--- src/rtl/multicycle_control_fsm.sv ---
// Multi-cycle RV32I control unit: sequences FETCH/DECODE/EXEC/MEM/WB, with a
// memory-ready timeout, an illegal-opcode trap, halt control and a retire counter.
module multicycle_control_fsm #(
    parameter int TIMEOUT_CYCLES = 15,
    parameter int CNT_W          = 32,
    parameter int ENABLE_UTYPE   = 1
) (
    input  logic             clk,
    input  logic             rst,
    input  logic             start,
    input  logic             stop,
    input  logic             trap_clr,
    input  logic [6:0]       opcode,
    input  logic             branch_taken,
    input  logic             mem_ready,
    output logic [1:0]       ALUOp,
    output logic             reg_write,
    output logic             branch,
    output logic             mem_read,
    output logic             mem_write,
    output logic             ir_write,
    output logic             pc_write,
    output logic             pc_src,
    output logic [2:0]       state,
    output logic             illegal,
    output logic             timeout,
    output logic [CNT_W-1:0] retired
);
    // state  | meaning
    // IDLE   | halted, waiting for start
    // FETCH  | instruction read, waiting for mem_ready
    // DECODE | opcode latched and classified
    // EXEC   | ALU operation; branches retire here
    // MEM    | load/store data access, waiting for mem_ready
    // WB     | register write-back, retire
    // TRAP   | illegal opcode or memory timeout, waiting for trap_clr
    localparam logic [2:0] S_IDLE   = 3'd0;
    localparam logic [2:0] S_FETCH  = 3'd1;
    localparam logic [2:0] S_DECODE = 3'd2;
    localparam logic [2:0] S_EXEC   = 3'd3;
    localparam logic [2:0] S_MEM    = 3'd4;
    localparam logic [2:0] S_WB     = 3'd5;
    localparam logic [2:0] S_TRAP   = 3'd6;

    localparam logic [2:0] C_R     = 3'd0;
    localparam logic [2:0] C_I     = 3'd1;
    localparam logic [2:0] C_LOAD  = 3'd2;
    localparam logic [2:0] C_STORE = 3'd3;
    localparam logic [2:0] C_BR    = 3'd4;
    localparam logic [2:0] C_JAL   = 3'd5;
    localparam logic [2:0] C_U     = 3'd6;
    localparam logic [2:0] C_BAD   = 3'd7;

    localparam logic [7:0] WAIT_LAST = 8'(TIMEOUT_CYCLES - 1);

    function automatic logic [2:0] classify(input logic [6:0] op);
        case (op)
            7'b0110011: classify = C_R;
            7'b0010011: classify = C_I;
            7'b0000011: classify = C_LOAD;
            7'b0100011: classify = C_STORE;
            7'b1100011: classify = C_BR;
            7'b1101111: classify = C_JAL;
            7'b0110111,
            7'b0010111: classify = (ENABLE_UTYPE != 0) ? C_U : C_BAD;
            default:    classify = C_BAD;
        endcase
    endfunction

    logic [2:0]       state_q, state_d;
    logic [6:0]       opc_q;
    logic [7:0]       wait_q;
    logic             illegal_q, timeout_q;
    logic [CNT_W-1:0] retired_q;
    logic [2:0]       cls;
    logic             mem_wait, wait_expired, retire;

    assign cls          = classify(opc_q);
    assign mem_wait     = (state_q == S_FETCH) || (state_q == S_MEM);
    // mem_ready on the final allowed cycle wins over the timeout
    assign wait_expired = mem_wait && !mem_ready && (wait_q == WAIT_LAST);
    assign retire       = ((state_q == S_EXEC) && (cls == C_BR))
                       || ((state_q == S_MEM) && (cls == C_STORE) && mem_ready)
                       || (state_q == S_WB);

    always_comb begin
        state_d = state_q;
        case (state_q)
            S_IDLE:   if (start) state_d = S_FETCH;
            S_FETCH:  if (mem_ready) state_d = S_DECODE;
                      else if (wait_expired) state_d = S_TRAP;
            S_DECODE: state_d = (classify(opcode) == C_BAD) ? S_TRAP : S_EXEC;
            S_EXEC:   if (cls == C_LOAD || cls == C_STORE) state_d = S_MEM;
                      else if (cls != C_BR) state_d = S_WB;
            S_MEM:    if (mem_ready) state_d = (cls == C_LOAD) ? S_WB : S_FETCH;
                      else if (wait_expired) state_d = S_TRAP;
            S_TRAP:   if (trap_clr) state_d = S_IDLE;
            default:  state_d = S_IDLE;
        endcase
        if (retire) state_d = stop ? S_IDLE : S_FETCH;
    end

    always_ff @(posedge clk or posedge rst) begin
        if (rst) begin
            state_q   <= S_IDLE;
            opc_q     <= '0;
            wait_q    <= '0;
            illegal_q <= 1'b0;
            timeout_q <= 1'b0;
            retired_q <= '0;
        end else begin
            state_q <= state_d;
            if (state_q == S_DECODE) opc_q <= opcode;
            if (mem_wait && !mem_ready && !wait_expired) wait_q <= wait_q + 8'd1;
            else wait_q <= '0;
            if (wait_expired) timeout_q <= 1'b1;
            if ((state_q == S_DECODE) && (classify(opcode) == C_BAD)) illegal_q <= 1'b1;
            if ((state_q == S_TRAP) && trap_clr) begin
                illegal_q <= 1'b0;
                timeout_q <= 1'b0;
            end
            if (retire) retired_q <= retired_q + CNT_W'(1);
        end
    end

    always_comb begin
        ALUOp     = 2'b00;
        reg_write = 1'b0;
        branch    = 1'b0;
        mem_read  = 1'b0;
        mem_write = 1'b0;
        ir_write  = 1'b0;
        pc_write  = 1'b0;
        pc_src    = 1'b0;
        case (state_q)
            S_FETCH: begin
                mem_read = 1'b1;
                ir_write = mem_ready;
            end
            S_EXEC: begin
                case (cls)
                    C_R:     ALUOp = 2'b10;
                    C_I:     ALUOp = 2'b11;
                    C_BR:    ALUOp = 2'b01;
                    default: ALUOp = 2'b00;
                endcase
                if (cls == C_BR) begin
                    branch   = 1'b1;
                    pc_write = 1'b1;
                    pc_src   = branch_taken;
                end
            end
            S_MEM: begin
                mem_read  = (cls == C_LOAD);
                mem_write = (cls == C_STORE);
                pc_write  = (cls == C_STORE) && mem_ready;
            end
            S_WB: begin
                reg_write = 1'b1;
                pc_write  = 1'b1;
                pc_src    = (cls == C_JAL);
            end
            default: ;
        endcase
    end

    assign state   = state_q;
    assign illegal = illegal_q;
    assign timeout = timeout_q;
    assign retired = retired_q;
endmodule

--- config.mk ---
export PLATFORM = sky130hd
export DESIGN_NAME = multicycle_control_fsm
export DESIGN_NICKNAME = d
export VERILOG_FILES = /design/src/rtl/multicycle_control_fsm.sv
export SDC_FILE = /design/constraint.sdc
export NUM_CORES = 1
export LEC_CHECK = 0
export BUFFER_PORTS_ARGS = -buffer_cell sky130_fd_sc_hd__buf_2
export CORE_MARGIN = 5
export CORE_UTILIZATION = 49
export CTS_CLUSTER_DIAMETER = 60
export DETAILED_ROUTE_END_ITERATION = 16
export GPL_TIMING_DRIVEN = 1
export PLACE_DENSITY = 0.81
export SLEW_MARGIN = 20
export SYNTH_ARGS = -nofsm -noshare
export SYNTH_HDL_FRONTEND = slang
export SYNTH_SLANG_ARGS = --single-unit
export TNS_END_PERCENT = 1
--- constraint.sdc ---
create_clock -name clk -period 1.7 [get_ports clk]
set_input_delay 0 -clock clk [delete_from_list [all_inputs] [get_ports clk]]
set_output_delay 0 -clock clk [all_outputs]
set_load 0.02 [all_outputs]
# ---- Yosys cells after proc, flatten, opt, wreduce, memory -nomap -nowiden
# Index checks and enable logic that the tools add are counted.
dict set report word_totals {
  wordCells 95
  output_inout_bits 46
  in_bits 14
  regBits 52
}
dict set report op_classes {
  add_sub_neg 2
  n_reduce_logical 22
  eq_ne 34
  mux 31
}
# operator count
set op_table {}
lappend op_table {{equality test 7 x 6 -> 1 bit, second input constant} 6}
lappend op_table {{case mux 3 bit (7 select lines)} 2}
lappend op_table {{two-way mux 3 bit} 11}
lappend op_table {{adder 32 x 1 -> 32 bit, second input constant} 1}
lappend op_table {{equality test 7 x 5 -> 1 bit, second input constant} 4}
lappend op_table {{equality test 7 bit, second input constant} 4}
lappend op_table {{equality test 3 bit, second input constant} 7}
lappend op_table {{case mux 3 bit (6 select lines)} 1}
lappend op_table {{equality test 7 x 2 -> 1 bit, second input constant} 2}
lappend op_table {{equality test 3 x 2 -> 1 bit, second input constant} 4}
lappend op_table {{two-way mux 1 bit} 11}
lappend op_table {{logical AND 1 bit} 9}
lappend op_table {{!= test 3 bit, second input constant} 3}
lappend op_table {{adder 8 x 1 -> 8 bit, second input constant} 1}
lappend op_table {{equality test 8 x 4 -> 1 bit, second input constant} 1}
lappend op_table {{two-way mux 8 bit} 1}
lappend op_table {{equality test 3 x 1 -> 1 bit, second input constant} 2}
lappend op_table {{zero test 3 bit} 2}
lappend op_table {{case mux 2 bit (3 select lines)} 1}
lappend op_table {{logical OR 1 bit} 4}
lappend op_table {{!= test 4 x 2 -> 1 bit, second input constant} 1}
lappend op_table {{case mux 1 bit (2 select lines)} 2}
lappend op_table {{nonzero test 2 bit} 2}
lappend op_table {{OR reduction 2 bit} 2}
lappend op_table {{other kinds (4)} 5}

# ---- Longest topological paths before layout
# Gate-level depths: netlist of the first run.
dict set report logic_depth {
  depth_word 10
  depth_mapped 7
  depth_no_buf 7
}

# ---- Worst setup path before layout of the first run
# Ideal clock, no wire load.
dict set report synth_timing {
  path_kind {register -> register}
  startpoint {register state_q[2] (netlist: state[2])}
  endpoint {register retired_q[8] (netlist: retired[8])}
  n_path_buf 2
  slack_ns -0.290
  setup_time_ns 0.130
  period_less_slack_ns 1.990
  path_stages_with_launch 8
  arrival_ns 1.860
  t_required_ns 1.570
  cell_sequence {dfrtp_1 > buf_4 > inv_1 > nor3b_2 > o31a_2 > buf_6 > nand4_1 > xnor2_1}
}
dict set report synth_via {
  elab_chain_cells 5
  elab_cells_between_ends 8
  cone_classes {3 x eq/ne; 5 x reduce/logical}
}
# element line
set synth_lines {}
lappend synth_lines {{start, declared} 70} ;# logic [2:0] state_q, state_d;
lappend synth_lines {{start signal, assigned} 112} ;# state_q <= state_d;
lappend synth_lines {{equality test 3 bit} 83} ;# || ((state_q == S_MEM) && (cls == C_STORE) && mem_ready)
lappend synth_lines {{logical AND 1 bit (2 in series)} 83}
lappend synth_lines {{logical OR 1 bit} 83}
lappend synth_lines {{logical OR 1 bit (*)} 84} ;# || (state_q == S_WB);
lappend synth_lines {{end signal, assigned} 122} ;# if (retire) retired_q <= retired_q + CNT_W'(1);
lappend synth_lines {{end, declared} 74} ;# logic [CNT_W-1:0] retired_q;
# Every way passes the cells marked *; elsewhere a longest branch is shown, timed or not.
# A chain may end at the register's enable or synchronous reset.

# ---- Worst setup path in the final report of the first run
dict set report layout_timing {
  startpoint {register opc_q[3]}
  endpoint {output port pc_write}
}
dict set report layout_via {
  elab_chain_cells 6
  elab_cells_between_ends 15
  cone_classes {10 x eq/ne; 3 x mux; 2 x reduce/logical}
}
# element line
set layout_lines {}
lappend layout_lines {{start, declared} 71} ;# logic [6:0] opc_q;
lappend layout_lines {{start signal, assigned} 113} ;# if (state_q == S_DECODE) opc_q <= opcode;
lappend layout_lines {{equality test 7 x 6 -> 1 bit or equality test 7 x 5 -> 1 bit (tied branches)} 57} ;# case (op)
lappend layout_lines {{OR reduction 2 bit} 57}
lappend layout_lines {{case mux 3 bit (7 select lines) (*)} 57}
lappend layout_lines {{equality test 3 bit or equality test 3 x 2 -> 1 bit (tied branches)} {147, 156}}
lappend layout_lines {{two-way mux 1 bit or logical AND 1 bit (tied branches)} {147, 156}}
lappend layout_lines {{case mux 1 bit (3 select lines) (*)} 135} ;# case (state_q)
lappend layout_lines {{end, declared} 22} ;# output logic pc_write,
# Marks and branches as above.

==> results by group, run 1 <==
Outcome
  – Status: finished with violations
  – Failing checks: setup timing

STA
  – Final Hold Viols: 0
  – Fmax: 534.3 MHz
  – Slew headroom: 66.50%
  – Crit path time final: 1871 ps
  – Hold WS: 118.1 ps
  – Final Setup Violations: 33
  – RSZ-0062 raised after global routing: true
  – Layout Skew: 6.611 ps
  – Fin worst setup slack: -171.5 ps
  – Slew @ Worst Pin: 501.8 ps
  – Period utilization: 110.1%
  – Slew Limit Fails: 0

Layout
  – Filler cells: 414
  – Share of the core filled with cells: 68.19%
  – Post-route cell area: 3709 um^2
  – Layout Nets: 392
  – Syn-to-layout area delta: 36.21%
  – Fin cells: 447
  – Diode count: 0
  – Share of layout cells above drive strength 1: 40.00%

Clock tree
  – CTS Buffer Depth: 2
  – CTS sink cnt: 52
  – TritonCTS buffer count: 5
  – H-Tree Depth: 2
  – Skew-Pair Late Insertion Delay: 310 ps
  – Reg clk slew, reported paths: 90 ps
  – Clk Tree Root Cell: clkbuf_8
  – CTS tree: done

GRT
  – Largest net degree at the start of global routing: 31
  – GR Util All Layers: 19.85%
  – First-pass GRT wire length: 11,510 um
  – Via count of the first global-routing pass: 2,483
  – Initial antenna violation count: 0
  – GRT overflow: 0

Power
  – Switching pwr: 1.465 mW
  – PwrDens: 1094 nW/um^2
  – Maximum vdd drop: 0.8478 mV
  – Power share of the clock group: 16.4%
  – Static leakage: 1.819 nW
  – Reg power frac: 38.6%
  – Switching Fraction: 36.12%
  – Combinational Power Share: 45.0%
  – Internal: 2.592 mW

Synthesis
  – Post-synth top area share: 47.79%
  – Cells after Synth: 260
  – Register area share after synthesis: 47.79%
  – Flops & latches, synth: 52
  – Top FF cell, synth: dfrtp_1
  – Synth unique cells: 59
  – Cell accounting for the most synthesized area: dfrtp_1
  – Mapped Nets: 277
  – Mapped Area: 2723 um^2
  – Mean Syn Cell Area: 10.47 um^2
  – EDFF count, synth: 0
  – Syn. warnings: 0
  – Fraction of registers with async set/reset: 100.0%
  – Top cells by area, synth: dfrtp_1 (48%), xnor2_1 (8.0%), xor2_1 (3.5%), nand2_1 (3.3%), nand3_1 (3.1%)
  – Post-synth top cells: dfrtp_1 (52), xnor2_1 (25), nand2_1 (24)
  – Count leader, synth: dfrtp_1

Drt
  – Via/cell ratio: 5.541
  – 1st-iter DRT viols: 96
  – ANT nets after route: 0
  – DR DRC count: 0
  – Routed vias: 2,477
  – TritonRoute pass-1 iters: 4
  – Routed len/inst: 15.68 um
  – Total wire length: 7008 um

Die
  – Die extent in y: 84.54 um
  – Starting Density: 50.06%
  – # rows: 27
  – Core Box Area: 5439 um^2
  – Die W: 84.54 um
  – # IOs: 60
  – Die area: 7147 um^2

Critical path
  – Most frequent cell on the critical path: buf_4
  – Crit path DAT: 1870 ps
  – Endpoint class of the critical path: output port
  – Slowest CP cell: dfrtp_1
  – Worst-path cell chain: or2_4 -> nor4_4 -> buf_4 -> nor3_1 -> buf_4 -> inv_2 -> buf_6
  – RR Startpoint: opc_q[3]
  – Slowest cell delay on critical path: 410 ps
  – Crit path from: opc_q[3]
  – Max Fanout on Critical Path: 5
  – Setup CP Type: flop to output port
  – Required time worst endpoint: 1700 ps
  – Crit path launch type: flop

Hold path
  – Worst min-delay path class: input pin to flop
  – Hold_sp: mem_ready

Placement
  – Post-DP Area: 3383 um^2
  – DP Cell Count: 425
  – Post-DP HPWL: 5018 um
  – RD Place Congestion: 0.9042
  – I/O Buffers: 59

Run
  – Max Cap Viol: 0
-- cell type report --
class	instances	area, um^2	area share (%)
clock buffer	6	72.57	1.957
clock inverter	1	5.005	0.1350
inverter	7	26.28	0.7085
multi-input combinational	194	1428	38.50
sequential	52	1303	35.12
tap	72	90.09	2.429
timing repair buffer	115	784.5	21.15
-- flip-flops by register name (all words and copies together), names as in the netlist --
| register | flops |
|---|---|
| illegal | 1 |
| retired | 32 |
| state | 3 |
| opc_q | 7 |
| timeout | 1 |
| wait_q | 8 |
-- power by group through the flow --
stage | sequential [mW] | clock, mW | combinational (mW)
6_report | 1.57 | 0.665 | 1.82
5_1_grt | 1.59 | 0.721 | 1.96
4_1_cts | 1.56 | 0.675 | 1.78
3_5_place_dp | 1.60 | 0 | 1.60
3_3_place_gp | 1.59 | 0 | 1.55
2_1_floorplan | 1.70 | 0 | 0.842
-- what timing repair did --
| action | 4_1_cts | 5_1_grt |
|---|---|---|
| resized for setup | 21 | 9 |
| endpoints found under the hold margin | 32 | 0 |
| pin swaps | 13 | 1 |
| setup buffers | 5 | 0 |
| hold buffers | 10 | 0 |
| setup endpoints to repair | 26 | 54 |
-- cells by family after synthesis --
group	Yosys count	synth area share, %
mux	8	3.263
fa+ha+maj	3	1.379
flops	52	47.79
simple gates	116	24.68
buf+inv	14	2.895
compound gates	30	7.813
xor+xnor	37	12.18
-- worst paths after layout --
path | to | slack [ps] | depth (start not counted)
max | pc_write | -170 | 7
min | wait_q[7] | 120 | 3
max reg2reg | retired[25] | -150 | 7
min reg2reg | retired[31] | 470 | 1
max in group asynchronous | retired[13] | 910 | 4
min in group asynchronous | state[2] | 270 | 3
-- per-stage QoR --
stage	setup slack (ps)	total power, mW	setup TNS (ps)
after detailed placement	-88.03	3.200	-327.5
after floorplan	-246.5	2.537	-6465
final	-171.5	4.057	-2593
after global routing	-246.6	4.279	-5134
after CTS	-132.9	4.015	-1565
after global placement	-17.29	3.137	-17.29
-- per-layer routing --
metal,GRT usage (%),vias up,wire [um]
met5,0,-,0
met4,6.043,0,116
met3,4.514,13,334
met2,36.30,85,3713
met1,22.96,1225,2843
li1,-,1154,-
-- critical path, delay by kind of cell (launching register included) --
kind          cells  cell delay, ps
buf+inv           4             530
flops             1             410
simple gates      3             620
-- cell usage in the layout (no fill, tap or decap), types with 7 or more instances in the layout --
cell           netlist  layout
buf_2                2      54
buf_4                1      45
dfrtp_1             52      51
dlygate4sd3_1        0      10
mux2_2               7       7
nand2_1             24      24
nand3_1             17      17
nand4_1             13      13
nor2_1              18      16
o21ai_0              7       7
xnor2_1             25      25
xor2_1              11      11
(Power assumes the default switching activity.)
==> inputs of run 2 (changes only) <==
--- a/config.mk
+++ b/config.mk
@@ -11,9 +11,9 @@
 export CTS_CLUSTER_DIAMETER = 60
 export DETAILED_ROUTE_END_ITERATION = 16
 export GPL_TIMING_DRIVEN = 1
-export PLACE_DENSITY = 0.81
+export PLACE_DENSITY = 0.76
 export SLEW_MARGIN = 20
 export SYNTH_ARGS = -nofsm -noshare
 export SYNTH_HDL_FRONTEND = slang
 export SYNTH_SLANG_ARGS = --single-unit
-export TNS_END_PERCENT = 1
+export TNS_END_PERCENT = 5
==> run 2 against run 1 <==
  * Non-clock buffer count rose by 7
  * Clock skew barely moved
  * The run still ends with setup timing left
  * Sequential power barely moved
  * Setup slack got worse by 1.1 ps
  * Register-to-register slack got worse by 20 ps
  * Sequential cell count did not move
==> results by group, run 2 (synthesized netlist as in run 1, its figures left out) <==
Outcome
  – Status: finished with violations
  – Failing checks: setup timing

Layout
  – Share of layout cells above drive strength 1: 42.30% (+2.3 points)
  – Post-route cell area: 3854 um^2 (+3.9%)
  – Most common cell after layout, fill and taps aside: buf_2
  – Flip-flop count of the largest register after layout: 32 (unchanged)
  – Most frequent cells in the layout: buf_2 (53), buf_4 (52), dfrtp_1 (51)
  – Layout Nets: 399 (+1.8%)
  – Fin cells: 455 (+1.8%)
  – Diode count: 0 (unchanged)
  – Syn-to-layout area delta: 41.54%

Placement
  – Post-DP Area: 3433 um^2 (+1.5%)
  – I/O Buffers: 59 (unchanged)
  – RD Place Congestion: 0.9495 (+5.0%)
  – DP Cell Count: 430 (+1.2%)
  – Post-DP HPWL: 4940 um (-1.6%)

Critical path
  – Slowest cell delay on critical path: 420 ps (about the same)
  – RR Startpoint: opc_q[2]
  – Required time worst endpoint: 1930 ps (+230 ps)
  – Worst flop-to-flop path endpoint: retired[13]
  – Crit path DAT: 2100 ps (+230 ps)
  – Endpoint class of the critical path: flop
  – Crit path launch type: flop
  – Most frequent cell on the critical path: buf_4
  – Worst-path cell chain: or2_4 -> nor4_4 -> buf_4 -> o31a_1 -> buf_4 -> and3_2 -> xor2_1
  – Slowest CP cell: dfrtp_1
  – Max Fanout on Critical Path: 5 (unchanged)
  – R2R Setup Slk: -170 ps (-20 ps)
  – Worst R2R Path Depth: 7 (unchanged)
  – Setup CP Type: flop to flop

Hold path
  – Hold EP: state[0]
  – Worst min-delay path class: input pin to flop
  – Hold_sp: start
  – WHS Path Cells: 5 (+2)

Drt
  – Routed vias: 2,489 (+0.48%)
  – Routed len/inst: 15.13 um (-3.5%)
  – 1st-iter DRT viols: 162 (+69%)
  – DR DRC count: 0 (unchanged)
  – Total wire length: 6882 um (-1.8%)
  – ANT nets after route: 0 (unchanged)
  – TritonRoute pass-1 iters: 6 (+2)
  – Via/cell ratio: 5.470 (-1.3%)

Clock tree
  – CTS tree: done
  – CTS Buffer Depth: 2 (unchanged)
  – Reg clk slew, reported paths: 90 ps (about the same)
  – TritonCTS buffer count: 5 (unchanged)
  – Skew-Pair Late Insertion Delay: 310 ps (about the same)
  – Clk Tree Root Cell: clkbuf_8
  – CTS sink cnt: 52 (unchanged)
  – H-Tree Depth: 2 (unchanged)

STA
  – Setup TNS: -2295 ps (+297.8 ps)
  – Final Hold Viols: 0 (unchanged)
  – Crit path time final: 1873 ps (+1.119 ps)
  – Slew Limit Fails: 0 (unchanged)
  – Final Setup Violations: 33 (unchanged)
  – Slew headroom: 65.70% (-0.80 points)
  – Slew @ Worst Pin: 513.7 ps (+11.97 ps)
  – Fin worst setup slack: -172.6 ps (-1.119 ps)
  – Hold WS: 103.7 ps (-14.46 ps)
  – RSZ-0062 raised after global routing: true
  – Fmax: 534.0 MHz (about the same)
  – Period utilization: 110.2% (about the same)
  – Layout Skew: 6.120 ps (-0.4912 ps)

GRT
  – GR Util All Layers: 19.98% (+0.12 points)
  – GRT overflow: 0 (unchanged)
  – Grt peak-use layer: met2
  – First-pass GRT wire length: 11,610 um (+0.83%)
  – Largest net degree at the start of global routing: 31 (unchanged)
  – GRT met3 Usage: 3.631% (-0.88 points)
  – Initial antenna violation count: 0 (unchanged)
  – Via count of the first global-routing pass: 2,502 (+0.77%)
  – M1 GR Usage: 25.52% (+2.6 points)
  – Met2 Usage GRT: 34.09% (-2.2 points)

Power
  – Switching pwr: 1.552 mW (+5.9%)
  – Maximum vdd drop: 1.036 mV (+22%)
  – Power share of the clock group: 17.4% (+1.0 points)
  – Reg power frac: 36.4% (-2.2 points)
  – PwrDens: 1116 nW/um^2 (+2.0%)
  – Static leakage: 1.924 nW (+5.8%)
  – Pwr Total: 4.300 mW (+6.0%)
  – Switching Fraction: 36.10% (about the same)
  – Combinational Power Share: 46.3% (+1.3 points)
  – Internal: 2.748 mW (+6.0%)

Die
  – Core Box Area: 5439 um^2 (unchanged)
  – Die extent in y: 84.54 um (unchanged)
  – # IOs: 60 (unchanged)
  – # rows: 27 (unchanged)
  – Die W: 84.54 um (unchanged)
  – Die area: 7147 um^2 (unchanged)
  – Starting Density: 50.06% (unchanged)

Run
  – Max Cap Viol: 0 (unchanged)
==> run 2: cell count changes in the layout (fill, tap and decap cells not counted), sizes merged <==
cell,previous run,this run
buf,105,112
clkbuf,6,7
clkinv,1,0
clkinvlp,0,1
==> run 2: repair_timing <==
action | CTS | global route
pin swaps | 13 | 7
gates cloned | 0 | 0
endpoints found under the hold margin | 33 | 0
buffers inserted | 7 | 0
resized for setup | 23 | 18
endpoints found under the setup margin | 19 | 47
hold buffers | 10 | 0
==> run 2: per-layer routing <==
layer | share of wire (%) | wire length, um
met5 | 0 | 0
met4 | 2.1 | 146
met1 | 42 | 2896
met2 | 50 | 3466
met3 | 5.4 | 373
==> run 2: final cells by class <==
class	count	area (um^2)
fill	407	1585
multi-input combinational	194	1486
sequential	52	1303
timing repair buffer	122	852.1
tap	72	90.09
clock buffer	7	86.33
inverter	7	28.78
clock inverter	1	7.507
==> run 2: through the flow <==
step,utilization (%),setup slack [ps]
after floorplan,-,-246.5
after global placement,63.12,-17.65
after detailed placement,63.12,-64.69
after CTS,69.36,-125.6
after global routing,70.85,-249.4
final,70.85,-172.6
==> run 2: worst max-delay path by stage <==
stage              from     endpoint  cells past startpoint
6_report       opc_q[2]  retired[13]                      7
5_1_grt        opc_q[2]  retired[13]                      7
4_1_cts        opc_q[3]       pc_src                      6
3_5_place_dp   opc_q[4]  retired[13]                      6
3_3_place_gp   opc_q[4]  retired[13]                      6
2_1_floorplan  state[0]  retired[12]                      7
==> run 2: critical path: cells and delay by family (launching register included) <==
kind,cells,cell delay [ps]
AND/OR/NAND/NOR,3,750
flip-flops,1,420
buffers and inverters,2,320
XOR/XNOR,1,170
AO/OA/AOI/OAI,1,140
==> run 2: power by group through the flow <==
stage | logic (mW) | registers (mW) | clock network, mW
global route | 2.15 | 1.59 | 0.805
CTS | 1.87 | 1.54 | 0.759
floorplan | 0.842 | 1.70 | 0
global placement | 1.61 | 1.58 | 0
finish | 1.99 | 1.56 | 0.746
detailed placement | 1.65 | 1.60 | 0
